## src/rtl/pc_redirect_unit.sv

```systemverilog
// Next-PC generator: fetch PC register with an N-channel prioritised redirect mux.
// Latency: a redirect valid at edge k reaches pc after edge k, or after the first unstalled edge after that.
// Backpressure: stall holds pc; a redirect raised during a stall is buffered and applied on release.
//
// Ports:
//   clk_i            rising-edge clock
//   reset_i          synchronous, active-high reset
//   stall_i          D-stage hazard stall; holds pc
//   redir_valid_i    per-channel redirect request, channel 0 highest priority
//   redir_target_i   channel i target at [i*WIDTH +: WIDTH]
//   exc_req_i        exception request (present only when PC_EXC_EN is defined)
//   pc_o             current fetch PC (registered)
//   pc_next_o        value pc_o takes at the next edge (combinational)
//   pc8_o            pc_o + 8, the jal link value (combinational, wraps)
//   redir_pending_o  a buffered redirect is waiting (registered)
//   align_err_o      previous edge loaded a target with nonzero [1:0] (registered)
//
// Build option: define PC_EXC_EN to add exc_req_i and the exception-vector path.
// Without it, EXC_VEC is ignored and exceptions are not handled here.

module pc_redirect_unit #(
    parameter int unsigned           WIDTH    = 32,
    parameter int unsigned           NSRC     = 4,
    parameter logic [WIDTH-1:0]      RESET_PC = WIDTH'(32'h0000_3000),
    parameter logic [WIDTH-1:0]      EXC_VEC  = WIDTH'(32'h0000_4180)
) (
    input  logic                     clk_i,
    input  logic                     reset_i,
    input  logic                     stall_i,
    input  logic [NSRC-1:0]          redir_valid_i,
    input  logic [NSRC*WIDTH-1:0]    redir_target_i,
`ifdef PC_EXC_EN
    input  logic                     exc_req_i,
`endif
    output logic [WIDTH-1:0]         pc_o,
    output logic [WIDTH-1:0]         pc_next_o,
    output logic [WIDTH-1:0]         pc8_o,
    output logic                     redir_pending_o,
    output logic                     align_err_o
);

    // ------------------------------------------------------------------
    // State
    // ------------------------------------------------------------------
    logic [WIDTH-1:0] pc_q,          pc_d;
    logic [WIDTH-1:0] pend_target_q, pend_target_d;
    logic             pend_vld_q,    pend_vld_d;
    logic             align_err_q,   align_err_d;

    // ------------------------------------------------------------------
    // Exception request: tied off when the feature is not built in.
    // ------------------------------------------------------------------
    logic exc_take;

`ifdef PC_EXC_EN
    assign exc_take = exc_req_i;
`else
    assign exc_take = 1'b0;

    // EXC_VEC has no consumer in this build; fold it into a deliberately
    // unused net so the parameter stays part of the interface.
    logic unused_exc_vec;
    assign unused_exc_vec = ^EXC_VEC;
`endif

    // ------------------------------------------------------------------
    // Redirect channel select
    // ------------------------------------------------------------------
    logic             new_redir;     // any channel requesting this cycle
    logic [WIDTH-1:0] sel_target;    // raw target of the winning channel
    logic [WIDTH-1:0] sel_aligned;   // winning target with [1:0] cleared
    logic             sel_misalign;  // winning target had [1:0] != 0

    assign new_redir = |redir_valid_i;

    // Walk from the highest index down so the lowest-index valid channel
    // is the last assignment and therefore wins.
    always_comb begin
        sel_target = '0;
        for (int i = int'(NSRC) - 1; i >= 0; i--) begin
            if (redir_valid_i[i]) begin
                sel_target = redir_target_i[i*WIDTH +: WIDTH];
            end
        end
    end

    assign sel_aligned  = {sel_target[WIDTH-1:2], 2'b00};
    assign sel_misalign = |sel_target[1:0];

    // ------------------------------------------------------------------
    // Sequential increments (modulo 2^WIDTH, carry discarded)
    // ------------------------------------------------------------------
    logic [WIDTH-1:0] pc_plus4;
    logic [WIDTH-1:0] pc_plus8;

    assign pc_plus4 = pc_q + WIDTH'(4);
    assign pc_plus8 = pc_q + WIDTH'(8);

    // ------------------------------------------------------------------
    // Next-state selection. Reset is folded in here too so that pc_next_o
    // always equals the value pc_o shows after the coming edge.
    // ------------------------------------------------------------------
    always_comb begin
        pc_d          = pc_q;
        pend_target_d = pend_target_q;
        pend_vld_d    = pend_vld_q;
        align_err_d   = 1'b0;

        if (reset_i) begin
            pc_d          = RESET_PC;
            pend_target_d = '0;
            pend_vld_d    = 1'b0;
        end else if (exc_take) begin
            // Exceptions override stalls and drop any buffered redirect.
            pc_d       = EXC_VEC;
            pend_vld_d = 1'b0;
        end else if (stall_i) begin
            // pc holds; the newest request replaces whatever is buffered.
            if (new_redir) begin
                pend_target_d = sel_aligned;
                pend_vld_d    = 1'b1;
                align_err_d   = sel_misalign;
            end
        end else if (new_redir) begin
            // A fresh request is younger than the buffered one, so it wins.
            pc_d        = sel_aligned;
            pend_vld_d  = 1'b0;
            align_err_d = sel_misalign;
        end else if (pend_vld_q) begin
            // Buffered target was aligned when captured; no error here.
            pc_d       = pend_target_q;
            pend_vld_d = 1'b0;
        end else begin
            pc_d = pc_plus4;
        end
    end

    // ------------------------------------------------------------------
    // Registers
    // ------------------------------------------------------------------
    always_ff @(posedge clk_i) begin
        if (reset_i) begin
            pc_q          <= RESET_PC;
            pend_target_q <= '0;
            pend_vld_q    <= 1'b0;
            align_err_q   <= 1'b0;
        end else begin
            pc_q          <= pc_d;
            pend_target_q <= pend_target_d;
            pend_vld_q    <= pend_vld_d;
            align_err_q   <= align_err_d;
        end
    end

    // ------------------------------------------------------------------
    // Outputs
    // ------------------------------------------------------------------
    assign pc_o            = pc_q;
    assign pc_next_o       = pc_d;
    assign pc8_o           = pc_plus8;
    assign redir_pending_o = pend_vld_q;
    assign align_err_o     = align_err_q;

endmodule

```

## config.mk

```make
export PLATFORM = sky130hd
export DESIGN_NAME = pc_redirect_unit
export DESIGN_NICKNAME = d
export VERILOG_FILES = /design/src/rtl/pc_redirect_unit.sv
export SDC_FILE = /design/constraint.sdc
export NUM_CORES = 1
export LEC_CHECK = 0
export ABC_AREA = 0
export BUFFER_PORTS_ARGS = -buffer_cell sky130_fd_sc_hd__buf_2
export CORE_ASPECT_RATIO = 0.5
export CORE_MARGIN = 8
export CORE_UTILIZATION = 48
export CTS_CLUSTER_DIAMETER = 80
export DETAILED_ROUTE_END_ITERATION = 10
export GPL_ROUTABILITY_DRIVEN = 0
export PLACE_DENSITY = 0.82
export SLEW_MARGIN = 15
export SYNTH_ARGS = -nofsm -noshare
export SYNTH_HDL_FRONTEND = slang
export SYNTH_SLANG_ARGS = --single-unit
```

## constraint.sdc

```tcl
create_clock -name clk_i -period 2.6 [get_ports clk_i]
set_input_delay 0.26 -clock clk_i [delete_from_list [all_inputs] [get_ports clk_i]]
set_output_delay 0.26 -clock clk_i [all_outputs]
set_load 0.01 [all_outputs]
```

==> results.yml <==
layout:
  layout_common_cells: "232 x buf_2, 65 x buf_4, 57 x a21oi_1"
  layout_commonest_cell: "buf_2"
  final_util: 0.701
  num-fill-cells: 805
  fin_nets: 1066
  syn_to_final_growth_pct: 42.8
  drive_gt1_frac: 0.408
status:
  status: "finished with violations"
  violations: "setup timing"
clocking:
  cts_root_buffer: "clkbuf_16"
  cts-hold-fix-buffers: 0
  ctsLongestPathBuffers: 2
  clk_latency_ps: 340
  clkSlewWorstSetupHoldPaths_ps: 50
  cts_buffers: 9
  cts.sinks: 64
  cts_tree: "done"
  htree_num_levels: 3
min_path:
  hold_end: "align_err_o$_SDFF_PP0_"
  hold_class: "input pin to register"
  holdPathStages: 2
  hp-start: "redir_valid_i[0]"
die:
  die_x_um: 160
  die_area_mm2: 0.0141
  coreArea_mm2: 0.0102
  top_level_ports: 233
  core.rowCount: 26
  die_h_um: 88.2
  initial_core_util: 0.491
power:
  max-vdd-ir-drop_mv: 0.278
  p_per_area_mw_per_mm2: 463
  p_clk_frac: 0.351
  swShare: 0.337
  switchingPower_uw: 1110
  seqPwrFrac: 0.349
  p_int_uw: 2190
  p_leak_uw: 0.00316
  comb_power_share: 0.300
setup_path:
  reg2reg_depth: 7
  arrival_ps: 2380
  end_kind: "output pin"
  cp_data_required_time_ps: 2340
  path_max_fanout: 7
  crit_type: "register to output pin"
  r2r_slack_ps: 470
  r2r-end: "pc_o[20]$_SDFF_PP0_"
  startpoint_type: "register"
  regToRegStartpoint: "pc_o[12]$_SDFF_PP1_"
detailed_routing:
  ant_nets: 0
  vias: 6978
  wl_per_cell_um: 22.5
  drt_iter0_markers: 1196
  vias_per_cell: 6.49
  dr.pass1.iters: 6
  route.detailed.drc: 0
  routed_wl_mm: 24.2
synth:
  yosys_most_used_dff: "dfxtp_1"
  syn_area_per_cell_um2: 7.26
  ys.warnings.count: 0
  yosys.area.top_type: "dfxtp_1"
  yosys-top-cells-area: "dfxtp_1 26%, a21oi_1 5.8%, a221oi_1 5.8%"
  synth_cell_types: 64
  synth_edf_count: 0
  synth.top_cell.area_share: 0.256
  synthArstFlopShare: 0
  synth-seq-cells: 64
  syn_area_mm2: 0.00500
  yosysSeqAreaShare: 0.256
  synthCells: 688
  syn_nets: 826
place:
  port-buffer-count: 232
  place_ws_ps: 135
  dp_hpwl_mm: 18.0
global_routing:
  grt_pass1_wl_mm: 34.9
  first_global_vias: 6424
  grt.overflow.total: 0
  grtUsageTotal: 0.311
  grt_max_degree: 63
  antenna_found_initial: 2
sta:
  fin_crit_ps: 2640
  hold_viol_final: 0
  max_freq_mhz: 379
  setup_ws_ps: -40.5
  slew-limit-headroom: 0.364
  finalSetupViolations: 5
  worstMarginPinSlew_ps: 943
  slew_violations: 0
  fin_crit_sh: 1.02
  fin_skew_ps: 4.64
  hold_ws_ps: 163
  rsz0062_at_grt: "true"
job:
  drv_cap: 0
-- final cells by class --
cell class,count,area [um2],area share
repair buffers,303,1730,0.243
clock inverters,3,15.0,0.00210
inverters,27,101,0.0142
diodes,3,7.51,0.00105
flip-flops and latches,64,1310,0.183
well taps,140,175,0.0245
multi-input cells,523,3520,0.494
clock buffers,13,270,0.0379
-- worst max path at each step --
stage	startpoint	endpoint	slack [ps]
3_3_place_gp	redir_valid_i[2]	pc_next_o[29]	260
6_report	pc_o[12]$_SDFF_PP1_	pc_next_o[20]	-40
3_5_place_dp	pc_o[4]$_SDFF_PP0_	pc_next_o[29]	140
4_1_cts	pc_o[2]$_SDFF_PP0_	pc_next_o[24]	7
5_1_grt	pc_o[3]$_SDFF_PP0_	pc8_o[27]	-100
2_1_floorplan	pc_o[3]$_SDFF_PP0_	pc_next_o[20]	130
-- worst max-delay path: stages, from the launching register on --
cell and delay [ps]:
dfxtp_2 410, nand2_1 140, or4_4 570, or4_4 460
a21oi_4 150, o311a_1 170, buf_2 130
-- cell usage after synthesis, types with 15 or more instances --
library cell and n:
xor2_1 22, clkbuf_1 54, nor2_1 55, a21oi_1 58
nor2b_1 15, o21ai_0 35, inv_1 25, nor3_1 32
dfxtp_1 64, xnor2_1 19, nand3_1 16, nand2_1 52
a221oi_1 33
-- registers in the layout (all words and copies together), names as in the netlist --
| register | cells |
|---|---|
| pend_target_q | 30 |
| align_err_o | 1 |
| redir_pending_o | 1 |
| pc_o | 32 |
-- cell families after synthesis --
family | count (synthesis) | synth area share
adders and majority gates | 3 | 0.00751
muxes | 8 | 0.0165
DFF | 64 | 0.256
xor gates and xnor gates | 41 | 0.0719
and+or+nand+nor | 240 | 0.247
buffers and inverters | 101 | 0.0826
AOI/OAI and AO/OA | 231 | 0.318
-- what timing repair did --
action | CTS | global route
resized for setup | 27 | 39
pin swaps | 8 | 8
gates cloned | 0 | 0
endpoints found under the setup margin | 15 | 22
setup buffers | 5 | 4
-- power by group through the flow --
stage               combinational (uW)  clock (uW)  sequential, uW
floorplan                          502           0            1150
global placement                   907           0            1150
detailed placement                 929           0            1150
CTS                                944        1150            1140
global route                      1050        1200            1160
finish                             991        1160            1150
-- per-layer routing --
layer,wire length (um),GRT usage
met1,9690,0.404
met2,10300,0.468
met3,3370,0.117
met4,834,0.102
met5,12,0
-- through the flow --
| step | setup TNS (ps) | area [um2] | std cells | total power (uW) |
|---|---|---|---|---|
| CTS | 0 | 6920 | 1069 | 3240 |
| global placement | 0 | 6520 | 1048 | 2060 |
| detailed placement | 0 | 6520 | 1048 | 2080 |
| global route | -440 | 7130 | 1074 | 3400 |
| floorplan | 0 | 5000 | 688 | 1650 |
| finish | -102 | 7140 | 1076 | 3300 |
Power figures use the tool's default switching activity.
